$ cat config.mk
export PLATFORM = sky130hd
export DESIGN_NAME = fp16_mul_round_stage
export DESIGN_NICKNAME = d
export VERILOG_FILES = /design/src/rtl/fp16_pkg.sv /design/src/rtl/fp16_mul_round_stage_lzc22.sv /design/src/rtl/fp16_mul_round_stage.sv
export SDC_FILE = /design/constraint.sdc
export NUM_CORES = 1
export LEC_CHECK = 0
export CAP_MARGIN = 20
export CORE_MARGIN = 5
export CORE_UTILIZATION = 40
export DETAILED_ROUTE_END_ITERATION = 8
export DONT_BUFFER_PORTS = 1
export PLACE_DENSITY_LB_ADDON = 0.1
export SLEW_MARGIN = 0
export SYNTH_ARGS = -nofsm -noshare
export SYNTH_HDL_FRONTEND = slang
export SYNTH_SLANG_ARGS = --single-unit
$ cat constraint.sdc
create_clock -name clk -period 7 [get_ports clk]
set_input_delay 1.4 -clock clk [delete_from_list [all_inputs] [get_ports clk]]
set_output_delay 1.4 -clock clk [all_outputs]
set_load 0.1 [all_outputs]
$ cat src/rtl/fp16_pkg.sv
// Shared constants and stage payload type for the fp16 multiply round/pack stage.
package fp16_pkg;

   localparam int unsigned EXP_W = 5;
   localparam int unsigned MAN_W = 10;
   localparam int unsigned BIAS  = 15;

   localparam int unsigned NV = 3;
   localparam int unsigned OF = 2;
   localparam int unsigned UF = 1;
   localparam int unsigned NX = 0;

   localparam logic [15:0] QNAN = 16'h7E00;
   localparam logic [15:0] PINF = 16'h7C00;

   // exp holds (biased exponent - 1) for normals and 0 for subnormals,
   // so packing becomes a single add of the 11-bit significand.
   typedef struct packed {
      logic        sign;
      logic [8:0]  exp;
      logic [10:0] sig11;
      logic        g;
      logic        r;
      logic        s;
      logic        tiny;
      logic        special;
      logic [15:0] special_res;
      logic [3:0]  flags;
   } s1_payload_t;

endpackage

$ cat src/rtl/fp16_mul_round_stage_lzc22.sv
// Combinational 22-bit leading-zero counter; a zero input yields 22.
module lzc22 (
   input  logic [21:0] value,
   output logic [4:0]  count
);

   always_comb begin
      count = 5'd22;
      for (int unsigned i = 0; i < 22; i++) begin
         if (value[i]) count = 5'(21 - i);
      end
   end

endmodule

$ cat src/rtl/fp16_mul_round_stage.sv
// Two-stage normalize / round-to-nearest-even / pack stage for fp16 products,
// with valid/ready on both sides and a sticky exception-flag register.
module fp16_mul_round_stage #(
   parameter int unsigned EXP_W = fp16_pkg::EXP_W,
   parameter int unsigned MAN_W = fp16_pkg::MAN_W
) (
   input  logic                   clk,
   input  logic                   rst_n,
   input  logic                   in_valid,
   output logic                   in_ready,
   input  logic                   in_sign,
   input  logic [7:0]             in_exp,
   input  logic [21:0]            in_sig,
   input  logic                   in_special_valid,
   input  logic [EXP_W+MAN_W:0]   in_special,
   input  logic                   in_special_nv,
   output logic                   out_valid,
   input  logic                   out_ready,
   output logic [EXP_W+MAN_W:0]   out_result,
   output logic [3:0]             out_flags,
   output logic [3:0]             fflags,
   input  logic                   fflags_clr
);

   import fp16_pkg::*;

   logic        s1_valid, s2_valid;
   logic        s1_ready, s2_ready;
   s1_payload_t s1_d, s1_q;

   logic [4:0]        lzc;
   logic [21:0]       sig_n;
   logic signed [8:0] e9, sh_full;
   logic [4:0]        sh;
   logic [45:0]       ext;
   logic              tiny;

   logic        inc, ovf, nx;
   logic [19:0] mag;
   logic [15:0] res_d;
   logic [3:0]  flags_d;

   assign s2_ready  = ~s2_valid | out_ready;
   assign s1_ready  = ~s1_valid | s2_ready;
   assign in_ready  = s1_ready;
   assign out_valid = s2_valid;

   lzc22 u_lzc (
      .value (in_sig),
      .count (lzc)
   );

   // S1: normalize so the leading one sits at bit 21, denormalize below 2^-14.
   always_comb begin
      sig_n   = in_sig << lzc;
      e9      = $signed({in_exp[7], in_exp}) + 9'sd1 - $signed({4'b0, lzc});
      tiny    = e9 < -9'sd14;
      sh_full = -9'sd14 - e9;
      sh      = '0;
      if (tiny) sh = (sh_full > 9'sd24) ? 5'd24 : sh_full[4:0];
      ext     = {sig_n, 24'b0} >> sh;

      s1_d             = '0;
      s1_d.sign        = in_sign;
      s1_d.special     = in_special_valid;
      s1_d.special_res = in_special;
      s1_d.flags[NV]   = in_special_valid & in_special_nv;
      if (!in_special_valid && in_sig != '0) begin
         s1_d.exp   = tiny ? '0 : 9'(e9 + 9'(BIAS - 1));
         s1_d.sig11 = ext[45:35];
         s1_d.g     = ext[34];
         s1_d.r     = ext[33];
         s1_d.s     = |ext[32:0];
         s1_d.tiny  = tiny;
      end
   end

   // S2: RNE increment; carries ripple naturally into the exponent field.
   always_comb begin
      inc = s1_q.g & (s1_q.r | s1_q.s | s1_q.sig11[0]);
      mag = {1'b0, s1_q.exp, 10'b0} + {9'b0, s1_q.sig11} + {19'b0, inc};
      ovf = mag >= 20'h07C00;
      nx  = s1_q.g | s1_q.r | s1_q.s;

      res_d   = {s1_q.sign, mag[14:0]};
      flags_d = '0;
      if (s1_q.special) begin
         res_d   = s1_q.special_res;
         flags_d = s1_q.flags;
      end else if (ovf) begin
         res_d       = {s1_q.sign, PINF[14:0]};
         flags_d[OF] = 1'b1;
         flags_d[NX] = 1'b1;
      end else begin
         flags_d[UF] = s1_q.tiny & nx;
         flags_d[NX] = nx;
      end
   end

   always_ff @(posedge clk) begin
      if (!rst_n) begin
         s1_valid   <= 1'b0;
         s2_valid   <= 1'b0;
         out_result <= '0;
         out_flags  <= '0;
         fflags     <= '0;
      end else begin
         if (s1_ready) s1_valid <= in_valid;
         if (s2_ready) s2_valid <= s1_valid;
         if (s2_ready && s1_valid) begin
            out_result <= res_d;
            out_flags  <= flags_d;
         end
         fflags <= (fflags_clr ? 4'b0 : fflags) | ((out_valid && out_ready) ? out_flags : 4'b0);
      end
   end

   always_ff @(posedge clk) begin
      if (s1_ready && in_valid) s1_q <= s1_d;
   end

endmodule

==> results_dict.tcl <==
set metrics [dict create \
    syn_inst 738 \
    yosysMostFrequentCell "nor2_1" \
    fin_crit_ps 6471 \
    critPathRequiredTime_ps 7060 \
    drt_wl_total_mm 19.20 \
    end_kind "register" \
    slew_headroom_pct 27.70 \
    fin_nets 823 \
    finalHoldViolCount 0 \
    finalSetupViolCount 0 \
    slowest_delay_ps 470 \
    cts-buffers-inserted 9 \
    slew_viol_final 0 \
    wl_per_cell_um 20.40 \
    grt-ovfl-total 0 \
    peakVddDrop_uv 115.4 \
    rsz0062_at_grt "false" \
    htree_num_levels 3 \
    portBuffers 0 \
    grt_pass1_wl_mm 30.99 \
    synth_commonest_cells "72 x nor2_1, 45 x nand2_1, 45 x o21ai_0, 43 x edfxtp_1, 38 x a21oi_1" \
    path_max_fanout 16 \
    die_h_um 134.7 \
    clk_pin_slew_ps 50 \
    synth_area_leaders "edfxtp_1 21%, dfxtp_1 8.4%, mux2i_1 4.5%, nor2_1 4.3%, ha_1 4.0%" \
    hpwl_mm 15.32 \
    maxCapViolCount 0 \
    yosys.area_share.simple_pct 23.80 \
    async_reset_ff_share_pct 0 \
    layout-drive-gt1-share_pct 14.34 \
    place_congestion 0.8958 \
    finalSetupTns_ps 0 \
    clock-sinks 69 \
    insertion_delay_ps 330 \
    die-area_mm2 0.01814 \
    fp.dieW_um 134.7 \
    p_leak_nw 2.540 \
    tightest_slew_ps 1083 \
    hold_buffers 0 \
    synth_mux_area_share_pct 5.996 \
    cts_tree "built" \
    yosysWarningCount 0 \
    crit_path_cell_trace "or2_1 -> o21a_1 -> nor2_1 -> nor2_1 -> inv_1 -> ha_1 -> inv_1 -> ha_1 -> fa_1 -> xor2_1 -> nand3_1 -> a31oi_2 -> o32ai_4 -> or4_4 -> nor2_4 -> o21ai_1 -> o211ai_1 -> nand4_1 -> a2111oi_2 -> o22ai_1" \
    antenna_found_initial 0 \
    coreArea_mm2 0.01520 \
    seq_area_frac_synth_pct 29.13 \
    via_count 5899 \
    drcViolationCount 0 \
    outcome "completed" \
    skew_ps 5.618 \
    fmax_mhz 154.5 \
    synthAdderAreaFrac_pct 4.346 \
    timing.setup.critical_path_class "in -> reg" \
    fp-row-count 45 \
    startpoint_type "primary input" \
    p_total_w 0.001494 \
    synth-compound-area-share_pct 28.31 \
    power.density_mw_per_mm2 218.4 \
    ff2ff_setup_slack_ps 3710 \
    drtIter0Drc 449 \
    ys.flop_type "edfxtp_1" \
    timing.final.crit_share_pct 92.44 \
    critical_path_arrival_ps 6530 \
    n_antenna_cell 0 \
    cts_resized 0 \
    grt_pass1_vias 5877 \
    ioPinCount 80 \
    initial_core_util_pct 40.91 \
    grt_usage_pct 21.02 \
    synth-edff-count 43 \
    synth_xor_xnor_area_share_pct 3.521 \
    slowest_stage "fa_1" \
    area_delta_synth_final_pct 10.06 \
    yosys_register_bits 69 \
    syn_nets 813 \
    clk_path_buf_depth 2 \
    ant_nets 0 \
    drt-vias-per-instance 6.269 \
    synth_top_family_by_area "compound AO/OA/AOI/OAI gates" \
    netlist_area_mm2 0.006218 \
    synth_top_cell_by_area "edfxtp_1" \
    grt_max_degree 44 \
    ys_types 88 \
    firstDrtPassIters 5 \
    hold_path.class "reg -> reg" \
    synth_top_area_share_pct 20.76 \
    syn_area_per_cell_um2 8.426 \
    cts_root_buffer "clkbuf_16" \
    postCtsSetupBuffers 0 \
]
[cell usage in the layout (no fill, tap or decap), types with 10 or more instances in the layout]
master,count
a21oi_1,38
a221oi_1,12
buf_4,36
dfxtp_1,26
edfxtp_1,43
ha_1,20
inv_1,32
mux2i_1,28
nand2_1,45
nand3_1,32
nand4_1,13
nor2_1,72
nor2b_1,17
nor3_1,21
nor3b_1,10
o211ai_1,27
o21ai_0,45
o21ai_1,10
o22ai_1,15
xnor2_1,15
xor2_1,10
[routing by layer]
metal	global-route usage, %	wire [µm]	vias to the layer above
met3	2.943	906	29
li1	-	-	2850
met1	26.80	8441	2825
met2	36.46	9495	195
met4	7.183	357	0
met5	0	0	-
[state kept, by name (all words and copies together), names as in the netlist]
name and count:
out_flags 4, out_result 16, s1_valid 1, s1_q 43
out_valid 1, fflags 4
[cell type report]
cell class	instances	area, µm²
multi-input combinational	597	4104
clock buffer	9	225.2
inverter	35	131.4
fill	1540	8358
sequential	69	1812
clock inverter	7	66.31
timing repair buffer	36	270.3
tap	188	235.2
[final timing paths]
check	startpoint	to	depth (start not counted)
worst max-delay path	in_sig[16]	s1_q[22]$_SDFFCE_PN0P_	20
worst min-delay path	s1_q[21]$_SDFFCE_PN0P_	out_flags[1]$_SDFFE_PN0P_	2
worst max register to register	out_valid$_SDFFE_PN0P_	s1_q[38]$_SDFFCE_PP0P_	3
worst min register to register	s1_q[21]$_SDFFCE_PN0P_	out_flags[1]$_SDFFE_PN0P_	2
[kinds of logic (layout without fill, tap and decap cells)]
group / count (synthesis) / in the layout
xor gates and xnor gates: 25 / 25
muxes: 36 / 36
and+or+nand+nor: 274 / 274
AOI/OAI and AO/OA: 241 / 241
adders and majority gates: 21 / 21
buffers and inverters: 72 / 87
DFF: 69 / 69
[metrics by stage]
step                      cell area [µm²]  std cells  utilization, %  hold slack, ps  setup slack (ps)
final                                6844        941           45.02           550.8             529.3
after global routing                 6844        941           45.02           590.7             194.0
after CTS                            6844        941           45.02           549.4             632.5
after detailed placement             6553        925           43.10           526.2             316.0
after global placement               6553        925           43.10           518.4             371.1
after floorplan                      6218        738               -           499.5             470.4
[critical path: cells and delay by family]
family | cells | cell delay (ps)
AO/OA/AOI/OAI | 7 | 1800
XOR/XNOR | 1 | 470
AND/OR/NAND/NOR | 7 | 1710
buffers and inverters | 2 | 160
adder cells (fa/ha/maj) | 3 | 990
[power breakdown]
| group | total, W | internal [W] | switching (W) |
|---|---|---|---|
| sequential | 0.000546 | 0.000469 | 0.0000767 |
| combinational | 0.000513 | 0.000201 | 0.000312 |
| clock | 0.000436 | 0.000273 | 0.000163 |
| total | 0.00149 | 0.000943 | 0.000552 |
Power figures use the tool's default switching activity.
